`src/rtl/csa64_operand_loader_if.sv`:
```
// Word stream into the csa64 operand loader: the upstream source drives data/valid,
// and the loader returns ready.
interface csa64_operand_loader_if #(
  parameter int WORD_W = 16
);
  logic [WORD_W-1:0] in_data;
  logic              in_valid;
  logic              in_ready;

  modport master (output in_data, output in_valid, input in_ready);
  modport slave  (input in_data, input in_valid, output in_ready);
endinterface

```
`src/rtl/csa64_operand_loader.sv`:
```
// Feeder for the 64-bit clocked carry-select adder: assembles op1/op2 from a word stream,
// waits out the adder latency, then captures sum and carry-out with a one-cycle valid pulse.
//
// state  | meaning
// LOAD_A | accepting op1 words, LS word first; ready high
// LOAD_B | accepting op2 words, LS word first; ready high
// WAIT   | operands stable, counting down adder latency; ready low
module csa64_operand_loader #(
  parameter int WORD_W  = 16,
  parameter int OP_W    = 64,
  parameter int ADD_LAT = 2
) (
  input  logic                    clock,
  input  logic                    reset,
  csa64_operand_loader_if.slave   in_if,
  output logic [OP_W-1:0]         op1,
  output logic [OP_W-1:0]         op2,
  input  logic [OP_W-1:0]         add_sum,
  input  logic                    add_crout,
  output logic [OP_W-1:0]         res_sum,
  output logic                    res_crout,
  output logic                    res_valid,
  output logic                    busy
);

  localparam int NWORDS = OP_W / WORD_W;
  localparam int CNT_W  = (NWORDS > 1) ? $clog2(NWORDS) : 1;
  localparam int LAT_W  = 4;

  localparam logic [1:0] LOAD_A = 2'd0;
  localparam logic [1:0] LOAD_B = 2'd1;
  localparam logic [1:0] WAIT   = 2'd2;

  logic [1:0]       state;
  logic [CNT_W-1:0] wcnt;
  logic [LAT_W-1:0] lcnt;
  logic             in_ready;
  logic             accept;
  logic             last_word;

  assign in_ready       = (state != WAIT);
  assign in_if.in_ready = in_ready;
  assign accept         = in_if.in_valid && in_ready;
  assign last_word      = (wcnt == CNT_W'(NWORDS - 1));
  assign busy           = (state == LOAD_B) || (state == WAIT) ||
                          ((state == LOAD_A) && (wcnt != '0));

  always_ff @(posedge clock or negedge reset) begin
    if (!reset) begin
      state     <= LOAD_A;
      wcnt      <= '0;
      lcnt      <= '0;
      op1       <= '0;
      op2       <= '0;
      res_sum   <= '0;
      res_crout <= 1'b0;
      res_valid <= 1'b0;
    end else begin
      res_valid <= 1'b0;
      case (state)
        LOAD_A: begin
          if (accept) begin
            for (int k = 0; k < NWORDS; k++) begin
              if (wcnt == CNT_W'(k)) op1[k*WORD_W +: WORD_W] <= in_if.in_data;
            end
            if (last_word) begin
              wcnt  <= '0;
              state <= LOAD_B;
            end else begin
              wcnt <= wcnt + CNT_W'(1);
            end
          end
        end
        LOAD_B: begin
          if (accept) begin
            for (int k = 0; k < NWORDS; k++) begin
              if (wcnt == CNT_W'(k)) op2[k*WORD_W +: WORD_W] <= in_if.in_data;
            end
            if (last_word) begin
              wcnt  <= '0;
              // Terminal count 0 lands the capture exactly ADD_LAT edges after this one.
              lcnt  <= LAT_W'(ADD_LAT - 1);
              state <= WAIT;
            end else begin
              wcnt <= wcnt + CNT_W'(1);
            end
          end
        end
        WAIT: begin
          if (lcnt != '0) begin
            lcnt <= lcnt - LAT_W'(1);
          end else begin
            res_sum   <= add_sum;
            res_crout <= add_crout;
            res_valid <= 1'b1;
            state     <= LOAD_A;
          end
        end
        default: begin
          state <= LOAD_A;
          wcnt  <= '0;
          lcnt  <= '0;
        end
      endcase
    end
  end

endmodule

```
`src/flat_wrapper.sv`:
```
// flat-port wrapper written by rule: the top's interface ports become plain ports
module csa64_operand_loader_flat 
#(
  parameter int WORD_W  = 16,
  parameter int OP_W    = 64,
  parameter int ADD_LAT = 2
)
  (clock, reset, op1, op2, add_sum, add_crout, res_sum, res_crout, res_valid, busy, in_if_in_data, in_if_in_valid, in_if_in_ready);
  csa64_operand_loader_if #(.WORD_W(WORD_W)) in_if_i ();
  input  logic clock;
  input  logic reset;
  output logic [OP_W-1:0] op1;
  output logic [OP_W-1:0] op2;
  input  logic [OP_W-1:0] add_sum;
  input  logic add_crout;
  output logic [OP_W-1:0] res_sum;
  output logic res_crout;
  output logic res_valid;
  output logic busy;
  input wire logic [$bits(in_if_i.in_data)-1:0] in_if_in_data;
  input wire logic [$bits(in_if_i.in_valid)-1:0] in_if_in_valid;
  output wire logic [$bits(in_if_i.in_ready)-1:0] in_if_in_ready;
  assign in_if_i.in_data = in_if_in_data;
  assign in_if_i.in_valid = in_if_in_valid;
  assign in_if_in_ready = in_if_i.in_ready;
  csa64_operand_loader #(.WORD_W(WORD_W), .OP_W(OP_W), .ADD_LAT(ADD_LAT)) u_core (.clock(clock), .reset(reset), .in_if(in_if_i), .op1(op1), .op2(op2), .add_sum(add_sum), .add_crout(add_crout), .res_sum(res_sum), .res_crout(res_crout), .res_valid(res_valid), .busy(busy));
endmodule
```
`config.mk`:
```
export PLATFORM = sky130hd
export DESIGN_NAME = csa64_operand_loader_flat
export DESIGN_NICKNAME = d
export VERILOG_FILES = /design/src/rtl/csa64_operand_loader_if.sv /design/src/rtl/csa64_operand_loader.sv /design/src/flat_wrapper.sv
export SDC_FILE = /design/constraint.sdc
export NUM_CORES = 1
export LEC_CHECK = 0
export BUFFER_PORTS_ARGS = -buffer_cell sky130_fd_sc_hd__buf_2
export CORE_AREA = 2 2 130 132
export DETAILED_ROUTE_END_ITERATION = 8
export DIE_AREA = 0 0 132 134
export GPL_TIMING_DRIVEN = 0
export PLACE_DENSITY_LB_ADDON = 0.08
export SLEW_MARGIN = 15
export SYNTH_ARGS = -nofsm -noshare
export SYNTH_HDL_FRONTEND = slang
export SYNTH_SLANG_ARGS = --single-unit
```
`constraint.sdc`:
```
create_clock -name clock -period 2.3 [get_ports clock]
set_clock_uncertainty 0.15 [all_clocks]
set_input_delay 0.23 -clock clock [delete_from_list [all_inputs] [get_ports clock]]
set_output_delay 0.23 -clock clock [all_outputs]
set_load 0.1 [all_outputs]
```
# == Word level (Yosys, flattened, before mapping) ==
# Index checks and enable logic that the tools add are counted.
# word_totals
mem_bits_ro,0
elab_cells,68
n_memories,0
out_inout_bits,196
register_bits,202
mem_bits_rw,0
latchBits,0
# op_classes
reduce_logical,21
eq_ne,13
shifts,0
bitwise,3
magnitude_cmp,0
addsub,2
multipliers,0
n_mux,15
div_mod_pow,0
# ops
operator,n
AND reduction 3 bit,8
two-way mux 2 bit,7
two-way mux 4 bit,3
case mux 4 bit (3 select lines),1
"!= test 2 x 1 -> 1 bit, second input constant",5
"== test 2 bit, second input constant",3
"!= test 2 bit, second input constant",3
case mux 2 bit (3 select lines),1
AND reduction 5 bit,1
"== test 2 x 1 -> 1 bit, second input constant",2
zero test 2 bit,2
case mux 2 bit (2 select lines),1
AND reduction 2 bit,2
AND reduction 4 bit,1
nonzero test 4 bit,1
"subtractor 4 x 1 -> 4 bit, second input constant",1
inverter 1 bit,3
"adder 2 x 1 -> 2 bit, second input constant",1
logical AND 1 bit,2
logical OR 1 bit,2
two-way mux 1 bit,2
nonzero test 2 bit,1
OR reduction 2 bit,1

# == Logic depth before layout (Yosys ltp) ==
# depth
word_depth,4
depth_mapped,7

# == Least setup slack after synthesis ==
# OpenSTA, ideal clock, no wires.
# synth_timing
kind,register to register
start,register u_core.state[0]
end,register u_core.state[0]
setup_ps,125
slack_ps,156
t_arrival_ps,1869
n_path_buf,0
stages_incl_launch_ff,6
path_cell_list,dfrtp_1 -> inv_1 -> ha_1 -> inv_1 -> o221ai_1 -> mux2_2
# synth_between
elab_chain_cells,4
word_cells_on_any_way,12
classes_between,eq/ne (8); mux (1); reduce/logical (3)
# synth_rtl
item,line,source
start: declaration,csa64_operand_loader.sv:34,logic [1:0] state;
start signal: assignment,csa64_operand_loader.sv:50,state <= LOAD_A;
start signal: assignment,csa64_operand_loader.sv:68,state <= LOAD_B;
start signal: assignment,csa64_operand_loader.sv:83,state <= WAIT;
!= test 2 bit (*),csa64_operand_loader.sv:41,assign in_ready = (state != WAIT);
named net in_if_in_ready,flat_wrapper.sv:22,output wire logic [$bits(in_if_i.in_ready)-1:0] in_if_in_ready;
logical AND 1 bit (*),csa64_operand_loader.sv:43,assign accept = in_if.in_valid && in_ready;
!= test 2 x 1 -> 1 bit (no source line),n/a,
AND reduction 5 bit (no source line) (*),n/a,
# Mark *: on every way through the listed nets, which the timed path passes. The rest lies on a longest branch.
# A chain may end at the register's enable or synchronous reset.

# == Worst setup path after layout ==
# layout_timing
start,register u_core.state[0]
end,register u_core.res_sum[1]
# layout_between
elab_chain_cells,2
# layout_rtl
item,line,source
== test 2 bit,csa64_operand_loader.sv:60,case (state)
AND reduction 2 bit (no source line),n/a,
end signal: assignment,csa64_operand_loader.sv:93,res_sum <= add_sum;
end: declaration,csa64_operand_loader.sv:20,"output logic [OP_W-1:0] res_sum,"
# No other way between the ends.

==> summary.md <==
| Metric | Value |
|---|---|
| Outcome | completed |
| Worst Tran Pin Value | 0.773 ns |
| Flops & latches, synth | 202 |
| Endpoints failing hold | 0 |
| Minimum clock period | around 2.2 ns |
| Reg2Reg Launch Point | u_core.state[0] |
| Fin nets | around 950 |
| Die X-Extent | ~130 um |
| Starting Density | 0.492 |
| Remaining global-route overflow | 0 |
| Clk root buf | clkbuf_16 |
| Hold_sp | in_if_in_valid |
| Std-Cell Core Area | around 16000 um2 |
| Worst-path cell chain | inv_1, ha_2, and4bb_1, buf_4, buf_4, mux2_2 |
| Hold-critical path depth | 4 |
| Fin area | 11200 um2 |
| GRT Util Overall | 0.232 |
| Ys Warns | 0 |
| Clk slew on worst S/H paths | approximately 0.060 ns |
| Post-Route WL | between 20000 and 25000 um |
| First-pass iteration count of the detailed router | 4 |
| CP Class | reg -> reg |
| XOR/XNOR Fraction of Synth Area | 0 |
| CP Launch Type | flip-flop |
| Rel. slew slack | 0.485 |
| Setup violators final | 0 |
| Crit. End Element | flip-flop |
| Synth Net Count | between 500 and 600 |
| Mean number of vias per cell | ~4.9 |
| Die area | between 15000 and 20000 um2 |
| Hold Path End | u_core.wcnt[1] |
| Area Growth Syn to Fin | 40.4% |
| H-tree levels | 1 |
| Placed cell areas | about 9700 um2 |
| # DRC | 0 |
| Largest net degree at the start of global routing | ~110 |
| DP HPWL | around 13000 um |
| Syn Inst Count | approximately 470 |
| Maximum Capacitance Violations | 0 |
| RSZ-0062 raised after global routing | false |
| Port-buffer cells | ~280 |
| CTS tree | yes |
| CTS buffer count | 21 |
| R2R depth | 6 |
| CTS Buffer Depth | 3 |
| Post-synthesis sequential area ratio | 0.631 |
| Ant. Diodes | 0 |
| CP Data Arrival Time | approximately 2.4 ns |
| Sink Count | 202 |
| WP data required | 2.52 ns |
| Vias in the first global route | just under 6000 |
| Period Utilization, post-route | 0.954 |
| Initial antenna violation count | 0 |
| Post-DRT Antenna Nets | 0 |
| Largest family of logic cells by synthesized area | multiplexers |
| Gp weighted congestion | ~0.80 |
| Slowest CP cell | dfrtp_1 |
| Vias post-DR | between 5000 and 6000 |
| Global-route wire length before repair | about 33000 um |
| Simple-gate share of the synthesized area | 0.0303 |
| Max Fclk | 456 MHz |
| CP Max Fanout | 10 |
| CP max stage delay | between 0.4 and 0.5 ns |
| Count of cell types in the netlist | 26 |
| Cell area after synthesis | approximately 8000 um2 |
| Die Y | ~130 um |
| Share of cells above drive strength 1 | 0.613 |
| R2R Setup Slk | 0.11 ns |
| HP Class | in -> reg |
| Clock latency on the worst-skew pair | approximately 0.50 ns |
| Critical R2R Capture | u_core.res_sum[1] |
| Syn avg cell area | around 17 um2 |
| Max-slew violation count | 0 |
| Synth Area in Adders | 0.0156 |
| Mux cell area share after synthesis | 0.287 |
| # rows | 47 |
| WL/cell | ~19 um |
| Io pins | between 200 and 300 |
| Initial DRC Count | between 150 and 200 |
| Most used cell, CP | buf_4 |
| Compound-Gate Fraction of Synth Area | 0.0122 |
worst max path at each step:
stage / start / endpoint / cells after the start
final: u_core.state[0] / u_core.res_sum[1] / 6
after global routing: u_core.state[1] / busy / 5
after CTS: u_core.state[1] / busy / 5
after detailed placement: u_core.state[0] / u_core.res_sum[51] / 6
after global placement: reset / u_core.op2[61] / 1
after floorplan: u_core.state[0] / u_core.state[0] / 5
cells by family (layout without fill, tap and decap cells):
kind of cell	Yosys count	after routing
buf+inv	27	427
simple gates	24	24
mux	195	195
compound gates	15	15
flops	202	202
fa+ha+maj	10	10
stage by stage:
stage / setup TNS [ns] / hold slack [ns] / cells / worst slack, ns / utilization
2_1_floorplan: 0 / -0.216 / 473 / 0.156 / -
3_3_place_gp: -442.54 / 0.311 / 972 / -2.20 / 0.594
3_5_place_dp: 0 / 0.178 / 973 / 0.101 / 0.597
4_1_cts: 0 / 0.0167 / 1093 / 0.00991 / 0.690
5_1_grt: 0 / 0.0619 / 1093 / 0.0188 / 0.690
6_report: 0 / 0.0279 / 1093 / 0.107 / 0.690
cell usage in the layout, fill, tap and decap left out, drive strengths merged, types with 4 or more instances in the layout:
cell type | Yosys | final
a21o | 4 | 4
buf | 18 | 297
clkbuf | 0 | 33
dfrtp | 202 | 202
dlygate4sd3 | 0 | 82
ha | 10 | 10
inv | 9 | 10
mux2 | 194 | 194
nand2 | 6 | 6
nand3 | 8 | 8
o21ai | 6 | 6
cells in the mapped netlist:
cell        n  area share
nand3b_2    1      0.0014
a211o_1     1      0.0011
ha_1       10       0.016
a21oi_1     1     0.00062
nand2_1     6      0.0028
buf_6       9       0.013
mux2_4     27       0.051
o21ai_0     6      0.0037
a21o_1      4      0.0037
nor2_1      2     0.00094
nor2b_2     1      0.0011
nor4b_2     1      0.0019
buf_2       4      0.0025
o31ai_1     1     0.00094
nor3b_1     1     0.00094
inv_1       9      0.0042
dfrtp_1   202        0.63
buf_4       5      0.0047
mux2_2    167        0.23
nor3_1      1     0.00062
and4bb_1    1      0.0016
nand3_4     8       0.017
o21bai_1    1     0.00094
o221ai_1    1      0.0011
mux2i_1     1      0.0012
nor4_1      2      0.0016
registers in the layout, summed over array words and instances, names as in the netlist:
register / count
u_core.res_valid: 1
u_core.state: 2
u_core.lcnt: 4
u_core.op2: 64
u_core.op1: 64
u_core.res_sum: 64
u_core.res_crout: 1
u_core.wcnt: 2
routing by layer:
metal	up-vias	wire length, um	track usage
met4	0	602	0.0719
met5	-	0	0
met1	2663	7890	0.280
li1	2438	-	-
met2	207	10200	0.407
met3	46	1530	0.0627
area by class of cell:
cell class | instances | area, um2
Tap cell | 220 | 275
Inverter | 9 | 33.8
Buffer | 18 | 161
Multi-Input combinational cell | 244 | 2760
Sequential cell | 202 | 5050
Timing Repair Buffer | 362 | 2260
Clock buffer | 32 | 607
Fill cell | 1144 | 5050
Clock inverter | 6 | 83.8
worst max-delay path, delay by kind of cell, from the launching register on:
| family | cells | cell delay, ns |
|---|---|---|
| DFF | 1 | 0.41 |
| and+or+nand+nor | 1 | 0.32 |
| muxes | 1 | 0.35 |
| adders and majority gates | 1 | 0.24 |
| buffers and inverters | 3 | 0.57 |
timing repair:
action / CTS / global route
hold buffers: 82 / 0
endpoints found under the setup margin: 1 / 27
resized for setup: 1 / 3
setup buffers: 0 / 0
pin swaps: 0 / 0
endpoints found under the hold margin: 298 / 0
Power is left out: the tool's default activity adds up to more than one toggle a clock period on the data nets, which glitch-free logic cannot reach.
